[src/rtl/nco_ctrl_pkg.sv]
// Shared NCO control definitions: sequencer states and default datapath widths.
// Also used by the top-level NCO and DSM blocks so their widths stay in step.
package nco_ctrl_pkg;

   localparam int ACC_WIDTH = 32;
   localparam int SEL_WIDTH = 4;
   localparam int REF_STEP  = 859000;

   typedef enum logic [1:0] {
      INIT = 2'd0,
      IDLE = 2'd1,
      MULT = 2'd2,
      RAMP = 2'd3
   } state_t;

endpackage

[src/rtl/step_shift_add_mult.sv]
// Serial LSB-first shift-add multiplier, B_WIDTH cycles per product, modulo 2^A_WIDTH.
// Operands are captured on start; done pulses in the last cycle together with a valid product.
module step_shift_add_mult #(
   parameter int A_WIDTH = nco_ctrl_pkg::ACC_WIDTH,
   parameter int B_WIDTH = nco_ctrl_pkg::SEL_WIDTH
) (
   input  logic               aclk,
   input  logic               arst_n,
   input  logic               start,
   input  logic [A_WIDTH-1:0] a,
   input  logic [B_WIDTH-1:0] b,
   output logic               done,
   output logic [A_WIDTH-1:0] product
);
   localparam int CW = $clog2(B_WIDTH + 1);

   logic [A_WIDTH-1:0] a_q;
   logic [A_WIDTH-1:0] acc_q;
   logic [A_WIDTH-1:0] acc_nxt;
   logic [B_WIDTH-1:0] b_q;
   logic [CW-1:0]      cnt_q;
   logic               run_q;

   always_comb begin
      acc_nxt = acc_q;
      if (b_q[0]) acc_nxt = acc_q + a_q;
   end

   // product is taken combinationally so the final partial sum lands in the done cycle
   assign done    = run_q && (cnt_q == CW'(1));
   assign product = acc_nxt;

   always_ff @(posedge aclk) begin
      if (!arst_n) begin
         a_q   <= '0;
         b_q   <= '0;
         acc_q <= '0;
         cnt_q <= '0;
         run_q <= 1'b0;
      end else if (start) begin
         a_q   <= a;
         b_q   <= b;
         acc_q <= '0;
         cnt_q <= CW'(B_WIDTH);
         run_q <= 1'b1;
      end else if (run_q) begin
         acc_q <= acc_nxt;
         a_q   <= a_q << 1;
         b_q   <= b_q >> 1;
         cnt_q <= cnt_q - CW'(1);
         if (done) run_q <= 1'b0;
      end
   end

endmodule

[src/rtl/nco_step_scheduler.sv]
// NCO phase-step scheduler: frequency code -> target step, then a rate-limited ramp of the
// live step toward it, delivered to the NCO as single AXI-stream beats.
//
// state | meaning
// INIT  | emit one beat of step 0 after reset, wait for its handshake
// IDLE  | live step settled; start a multiply when a request is pending
// MULT  | serial REF_STEP*sel in progress; target latched (or muted to 0) at exit
// RAMP  | tick-paced bounded steps toward target; exit once settled and beat accepted
module nco_step_scheduler #(
   parameter int ACC_WIDTH = nco_ctrl_pkg::ACC_WIDTH,
   parameter int SEL_WIDTH = nco_ctrl_pkg::SEL_WIDTH,
   parameter int REF_STEP  = nco_ctrl_pkg::REF_STEP,
   parameter int RAMP_INC  = 214750,
   parameter int TICK_DIV  = 1000
) (
   input  logic                 aclk,
   input  logic                 arst_n,
   input  logic [SEL_WIDTH-1:0] sel_in,
   input  logic                 sel_valid,
   input  logic                 mute,
   output logic [ACC_WIDTH-1:0] m_axis_tdata,
   output logic                 m_axis_tvalid,
   input  logic                 m_axis_tready,
   output logic                 busy,
   output logic                 at_target
);
   import nco_ctrl_pkg::*;

   localparam int TW = (TICK_DIV > 1) ? $clog2(TICK_DIV) : 1;
   localparam logic [ACC_WIDTH-1:0] REF_STEP_V = ACC_WIDTH'(REF_STEP);
   localparam logic [ACC_WIDTH-1:0] RAMP_INC_V = ACC_WIDTH'(RAMP_INC);
   localparam logic [TW-1:0]        TICK_LOAD  = TW'(TICK_DIV - 1);

   state_t               state_q;
   state_t               state_nxt;
   logic [ACC_WIDTH-1:0] step_q;
   logic [ACC_WIDTH-1:0] target_q;
   logic [ACC_WIDTH-1:0] step_nxt;
   logic [ACC_WIDTH:0]   diff;
   logic [ACC_WIDTH-1:0] mag;
   logic [ACC_WIDTH-1:0] delta;
   logic                 dir_up;
   logic                 pend_valid_q;
   logic [SEL_WIDTH-1:0] pend_sel_q;
   logic [SEL_WIDTH-1:0] last_sel_q;
   logic                 mute_q;
   logic [TW-1:0]        tick_q;
   logic                 tick_zero;
   logic                 stall;
   logic                 mult_start;
   logic                 mult_done;
   logic [ACC_WIDTH-1:0] mult_product;
   logic                 mult_exit;
   logic                 init_issue;
   logic                 ramp_tick;
   logic                 ramp_update;

   assign stall     = m_axis_tvalid && !m_axis_tready;
   assign tick_zero = (tick_q == '0);
   assign mult_exit = (state_q == MULT) && mult_done;

   // direction comes from the borrow of a one-bit-wider difference; never overshoots target
   always_comb begin
      diff     = {1'b0, target_q} - {1'b0, step_q};
      dir_up   = !diff[ACC_WIDTH];
      mag      = dir_up ? diff[ACC_WIDTH-1:0] : (step_q - target_q);
      delta    = (mag > RAMP_INC_V) ? RAMP_INC_V : mag;
      step_nxt = dir_up ? (step_q + delta) : (step_q - delta);
   end

   step_shift_add_mult #(
      .A_WIDTH (ACC_WIDTH),
      .B_WIDTH (SEL_WIDTH)
   ) u_mult (
      .aclk    (aclk),
      .arst_n  (arst_n),
      .start   (mult_start),
      .a       (REF_STEP_V),
      .b       (pend_sel_q),
      .done    (mult_done),
      .product (mult_product)
   );

   always_ff @(posedge aclk) begin
      if (!arst_n) state_q <= INIT;
      else         state_q <= state_nxt;
   end

   always_comb begin
      state_nxt = state_q;
      case (state_q)
         INIT: if (m_axis_tvalid && m_axis_tready) state_nxt = IDLE;
         IDLE: if (pend_valid_q) state_nxt = MULT;
         MULT: if (mult_done) state_nxt = RAMP;
         RAMP: if ((step_q == target_q) &&
                   (m_axis_tvalid ? m_axis_tready : tick_zero)) state_nxt = IDLE;
         default: state_nxt = INIT;
      endcase
   end

   always_comb begin
      busy        = 1'b0;
      at_target   = 1'b0;
      mult_start  = 1'b0;
      init_issue  = 1'b0;
      ramp_tick   = 1'b0;
      ramp_update = 1'b0;
      case (state_q)
         INIT: init_issue = !m_axis_tvalid;
         IDLE: begin
            at_target  = !m_axis_tvalid;
            mult_start = pend_valid_q;
         end
         MULT: busy = 1'b1;
         RAMP: begin
            busy        = 1'b1;
            ramp_tick   = !stall;
            ramp_update = !stall && tick_zero && (step_q != target_q);
         end
         default: ;
      endcase
   end

   // a new strobe or mute edge always wins over consumption, so it stays pending
   always_ff @(posedge aclk) begin
      if (!arst_n) begin
         pend_valid_q <= 1'b0;
         pend_sel_q   <= '0;
         last_sel_q   <= '0;
         mute_q       <= 1'b0;
      end else begin
         mute_q <= mute;
         if (sel_valid) begin
            pend_valid_q <= 1'b1;
            pend_sel_q   <= sel_in;
            last_sel_q   <= sel_in;
         end else if (mute != mute_q) begin
            pend_valid_q <= 1'b1;
            pend_sel_q   <= last_sel_q;
         end else if (mult_start) begin
            pend_valid_q <= 1'b0;
         end
      end
   end

   always_ff @(posedge aclk) begin
      if (!arst_n)        tick_q <= TICK_LOAD;
      else if (mult_exit) tick_q <= TICK_LOAD;
      else if (ramp_tick) tick_q <= tick_zero ? TICK_LOAD : (tick_q - TW'(1));
   end

   always_ff @(posedge aclk) begin
      if (!arst_n) begin
         step_q   <= '0;
         target_q <= '0;
      end else begin
         if (mult_exit)   target_q <= mute ? '0 : mult_product;
         if (ramp_update) step_q   <= step_nxt;
      end
   end

   always_ff @(posedge aclk) begin
      if (!arst_n) begin
         m_axis_tvalid <= 1'b0;
         m_axis_tdata  <= '0;
      end else if (init_issue) begin
         m_axis_tvalid <= 1'b1;
         m_axis_tdata  <= '0;
      end else if (ramp_update) begin
         m_axis_tvalid <= 1'b1;
         m_axis_tdata  <= step_nxt;
      end else if (m_axis_tvalid && m_axis_tready) begin
         m_axis_tvalid <= 1'b0;
      end
   end

endmodule

[config.mk]
export PLATFORM = sky130hd
export DESIGN_NAME = nco_step_scheduler
export DESIGN_NICKNAME = d
export VERILOG_FILES = /design/src/rtl/nco_ctrl_pkg.sv /design/src/rtl/step_shift_add_mult.sv /design/src/rtl/nco_step_scheduler.sv
export SDC_FILE = /design/constraint.sdc
export NUM_CORES = 1
export LEC_CHECK = 0
export ABC_AREA = 0
export BUFFER_PORTS_ARGS = -buffer_cell sky130_fd_sc_hd__buf_2
export CORE_MARGIN = 5
export CORE_UTILIZATION = 55
export DETAILED_ROUTE_END_ITERATION = 8
export GPL_ROUTABILITY_DRIVEN = 1
export PLACE_DENSITY = 0.74
export RECOVER_POWER = 100
export SLEW_MARGIN = 25
export SYNTH_ARGS = -nofsm -noshare
export SYNTH_HDL_FRONTEND = slang
export SYNTH_HIERARCHICAL = 1
export SYNTH_SLANG_ARGS = --single-unit
[constraint.sdc]
create_clock -name aclk -period 7.1 [get_ports aclk]
set_input_delay 0 -clock aclk [delete_from_list [all_inputs] [get_ports aclk]]
set_output_delay 0 -clock aclk [all_outputs]
set_load 0.005 [all_outputs]
==> summary.md <==
44 I/O pins were placed. In this run, synthesis produced a sequential element count of 191. The H-tree was split into 4 levels. The all-layer global routing usage was 32.3%; the worst-case clock skew was 0.0261 ns. The via count of the first global-routing pass is 15900. Measured against the total synthesized area, the mux share comes to 6.28%. The final layout contains routed wiring with a total length of 52200 um. The count of cell types in the netlist is 96. Based on the critical path, the design can be clocked at up to 132 MHz. The area enclosed by the die boundary is 31900 um^2.

After detailed routing, the number of vias per cell comes to 5.97. The average cell area after synthesis was 7.68 um^2; the pin count of the biggest net entering global routing was 76. Once layout is complete, the utilization of the core stands at 71.0%. The library cell occupying the most area in the post-synthesis netlist was dfxtp_1. met2 is the most crowded layer.

The number of clock sinks seen by CTS was 191; the final-report max-slew violation count was 115. TritonCTS built the clock tree. By area the synthesized netlist is led by dfxtp_1 24%, ha_1 11%, a21oi_1 6.8%. The tools report the post-layout instance count excluding filler cells as 2774.

The hold violation count in the final report is 0, and the final setup TNS is -5.88 ns. Maximum fanout encountered on the critical timing path: 10. The number of buffers inserted during clock tree synthesis is 17. The floorplan has 61 rows. Measured in cells, the most critical reg-to-reg path has a length of 38. After the last flow step, the layout net total stands at 2529. After synthesis the cells add up to 15600 um^2. The number of buffer cells added on primary ports was 43.

The core region is 27900 um^2. The run gives 0.46 ns as the clock latency of the later-clocked register in the worst-skew pair. Cells with a size suffix above 1 make up 23.6% of the layout.

The growth of design area from synthesis to finish works out to 26.8%. For the fill cell instance count of the final layout, the log shows 2298. The cell repeated most along the worst path was buf_4. In this run the cell area measured after placement is 18600 um^2. The run gives 1344 as the count of routing violations after the opening detailed-route iteration. The final-report setup violation count was 29. The launch instance of the worst register-to-register path was step_q[26].

Nature of the critical path startpoint: a register. For this run, the number of Yosys warnings is 6. The run finished, with violations left. The post-route minimum period came out at 7.59 ns.

The kind of cell with the highest combined delay along the critical path is simple AND/OR/NAND/NOR gates. The synthesized-area fraction occupied by ao, oa, aoi and oai cells is 27.0%, and the effective utilization at floorplan is 56.0%. STA puts the critical path data required time at 7.47 ns. The transition time of the tightest slew-check pin is 2.61 ns.

The worst setup path is of the register to register kind. Sequential cells were found to cover 24.5% of the synthesized design area. Counting flops with a built-in enable in the synthesized netlist gives 0. Summing the areas of all fa, ha and maj instances in the mapped netlist gives 11.2% of the synthesized area. The first global-routing pass estimated 83200 um of wire.

Counting instances, the worst hold path has a depth of 3. The congestion estimate from routability-driven global placement came to 0.996. The fraction of synthesized cell area in xor and xnor cells was 4.48%. After Yosys synthesis, and, or, nand and nor cells account for 20.6% of the synthesized area. The post-detailed-placement half-perimeter wirelength is 40200 um.

Clock-pin slew was measured on the worst setup and hold paths at 0.10 ns. The height of the die is 179 um. The tools report the end point of the most critical hold path as pend_valid_q.

The worst pin sits at a relative slew slack of -73.8%. Category of the worst setup path capture point: a register. In this run the clock root is driven by a clkbuf_16.

The final reports fail on max-capacitance violations, max-slew violations, negative setup slack. The area share of the leading cell type in the synthesized netlist came out at 24.5%. Of all flip-flops after synthesis, the portion carrying an async set or reset was 0%. At the worst endpoint, the arrival time is 7.96 ns. The most used flip-flop cell after synthesis is dfxtp_1. The post-route cell area is 19800 um^2. Setup repair after global routing could not meet its margin everywhere.

For this block, the via count after detailed routing is 16600. The initial antenna violation count was 0; the floorplan die width was 179 um. The count of nets left with antenna violations once routing finished came out at 0.

The worst hold path belongs to the class input pin to register. The logs give 4.66% for the met3 demand-to-capacity share in global routing and 2.76 mW for the sum of internal, switching and leakage power. The first detailed-routing pass ran for 6 iterations.

The critical path crosses 38 cells after its start point. Dividing total power by cell area gives a power density of 139 nW/um^2. After technology mapping, the gate count stands at 2035.

On the worst path, the slowest cell contributes a delay of 0.47 ns. After global routing the overflow that remains totals 0. The worst path uses 107% of the clock period. The routed wire length per instance works out to 18.8 um. In this run the static leakage power is 8.60 nW. The logs give 2 for the number of max-capacitance violations reported and 41.2% for the global-route track usage on met1. VDD sags by at most 0.000130 V.

In the routed design, unresolved DRC markers number 0. The tools report the final hold slack as 0.0450 ns. The main combinational cell family by area after synthesis is compound AO/OA/AOI/OAI gates. The tools report the largest buffer count on any clock path as 2.

Before CTS, the worst setup slack after placement is -0.556 ns. The number of placed instances, taps included, is 2713. The critical path contains buffers and inverters numbering 6 combined.

The worst register-to-register path ends at step_q[28]. The cell with the largest stage delay on the worst path is or4_4. The final worst setup slack came out at -0.488 ns. For flop-to-flop paths, the worst setup slack is -0.49 ns.

The logs give 54.9% for the global routing usage on met2 and 0 for the count of antenna diodes in the layout. In this run the most critical hold path is launched from sel_valid.
-- sequential cells by signal, summed over array words and instances (netlist names), 2 cells and up --
| signal | cells |
|---|---|
| tick_q | 10 |
| step_q | 32 |
| m_axis_tdata | 32 |
| u_mult/b_q | 4 |
| pend_sel_q | 4 |
| u_mult/acc_q | 32 |
| target_q | 32 |
| last_sel_q | 4 |
| u_mult/a_q | 32 |
| u_mult/cnt_q | 3 |
| state_q | 2 |
-- routing by layer --
layer  routed length, um  up-vias  share of wire, %
met3                3420      157               6.6
met4                2360        0               4.5
met1               22100     7751                42
met5                   0        -                 0
li1                    -     7974                 -
met2               24300      669                47
-- area by class of cell --
type	instances	area, um^2	area share, %
timing repair buffer	406	2940	14.8
sequential	191	3830	19.3
multi-input combinational	1644	11500	57.9
clock buffer	17	425	2.15
clock inverter	15	220	1.11
tap	378	473	2.39
inverter	123	462	2.33
-- kinds of logic after synthesis --
family / count (synthesis)
AND/OR/NAND/NOR: 665
adder cells (fa/ha/maj): 137
AO/OA/AOI/OAI: 636
other: 2
buffers and inverters: 230
multiplexers: 94
flip-flops: 191
XOR/XNOR: 80
-- report_power, final --
part	switching (mW)	internal [mW]	leakage [nW]
registers	0.0429	1.12	1.55
logic	0.320	0.226	6.75
clock network	0.552	0.503	0.310
-- cell usage in the layout (no fill, tap or decap), types with 29 or more instances in the layout --
cell and count:
o21a_1 37, and2_0 33, buf_4 342, o21ai_0 103
nand2_1 214, inv_1 116, mux2i_1 64, ha_1 129
nand3_1 43, a21o_1 33, a21oi_1 185, a22o_1 36
dfxtp_1 187, conb_1 32, xnor2_1 53, a21oi_2 29
nor2_1 153
-- Yosys cell counts, drive strengths merged, types with 46 or more instances --
cell type,n
nand2,225
inv,120
xnor2,57
a21oi,215
o21ai,120
nand3,46
mux2i,65
ha,133
nor2,158
and2,53
dfxtp,191
clkbuf,66
-- repair_timing --
| action | CTS | global route |
|---|---|---|
| pin swaps | 17 | 38 |
| resized for setup | 36 | 86 |
| endpoints found under the hold margin | 10 | 0 |
| setup endpoints to repair | 32 | 44 |
| setup buffers | 8 | 16 |
| hold buffers | 10 | 0 |
-- worst reg2reg max path, delay by kind of cell, from the launching register on --
kind                       cells  cell delay, ns
and+or+nand+nor               15            2.77
DFF                            1            0.40
xor gates and xnor gates       2            0.25
adders and majority gates      3            0.86
AOI/OAI and AO/OA             12            2.33
buffers and inverters          6            0.91
-- worst max path at each step --
stage | startpoint | endpoint | slack, ns
2_1_floorplan | step_q[5] | step_q[31] | 0.01
3_3_place_gp | step_q[0] | step_q[29] | -0.47
3_5_place_dp | target_q[0] | m_axis_tdata[30] | -0.56
4_1_cts | target_q[0] | step_q[31] | -0.32
5_1_grt | step_q[4] | step_q[28] | -0.88
6_report | step_q[26] | step_q[28] | -0.49
Note: power is estimated with default switching activity, not from simulation.
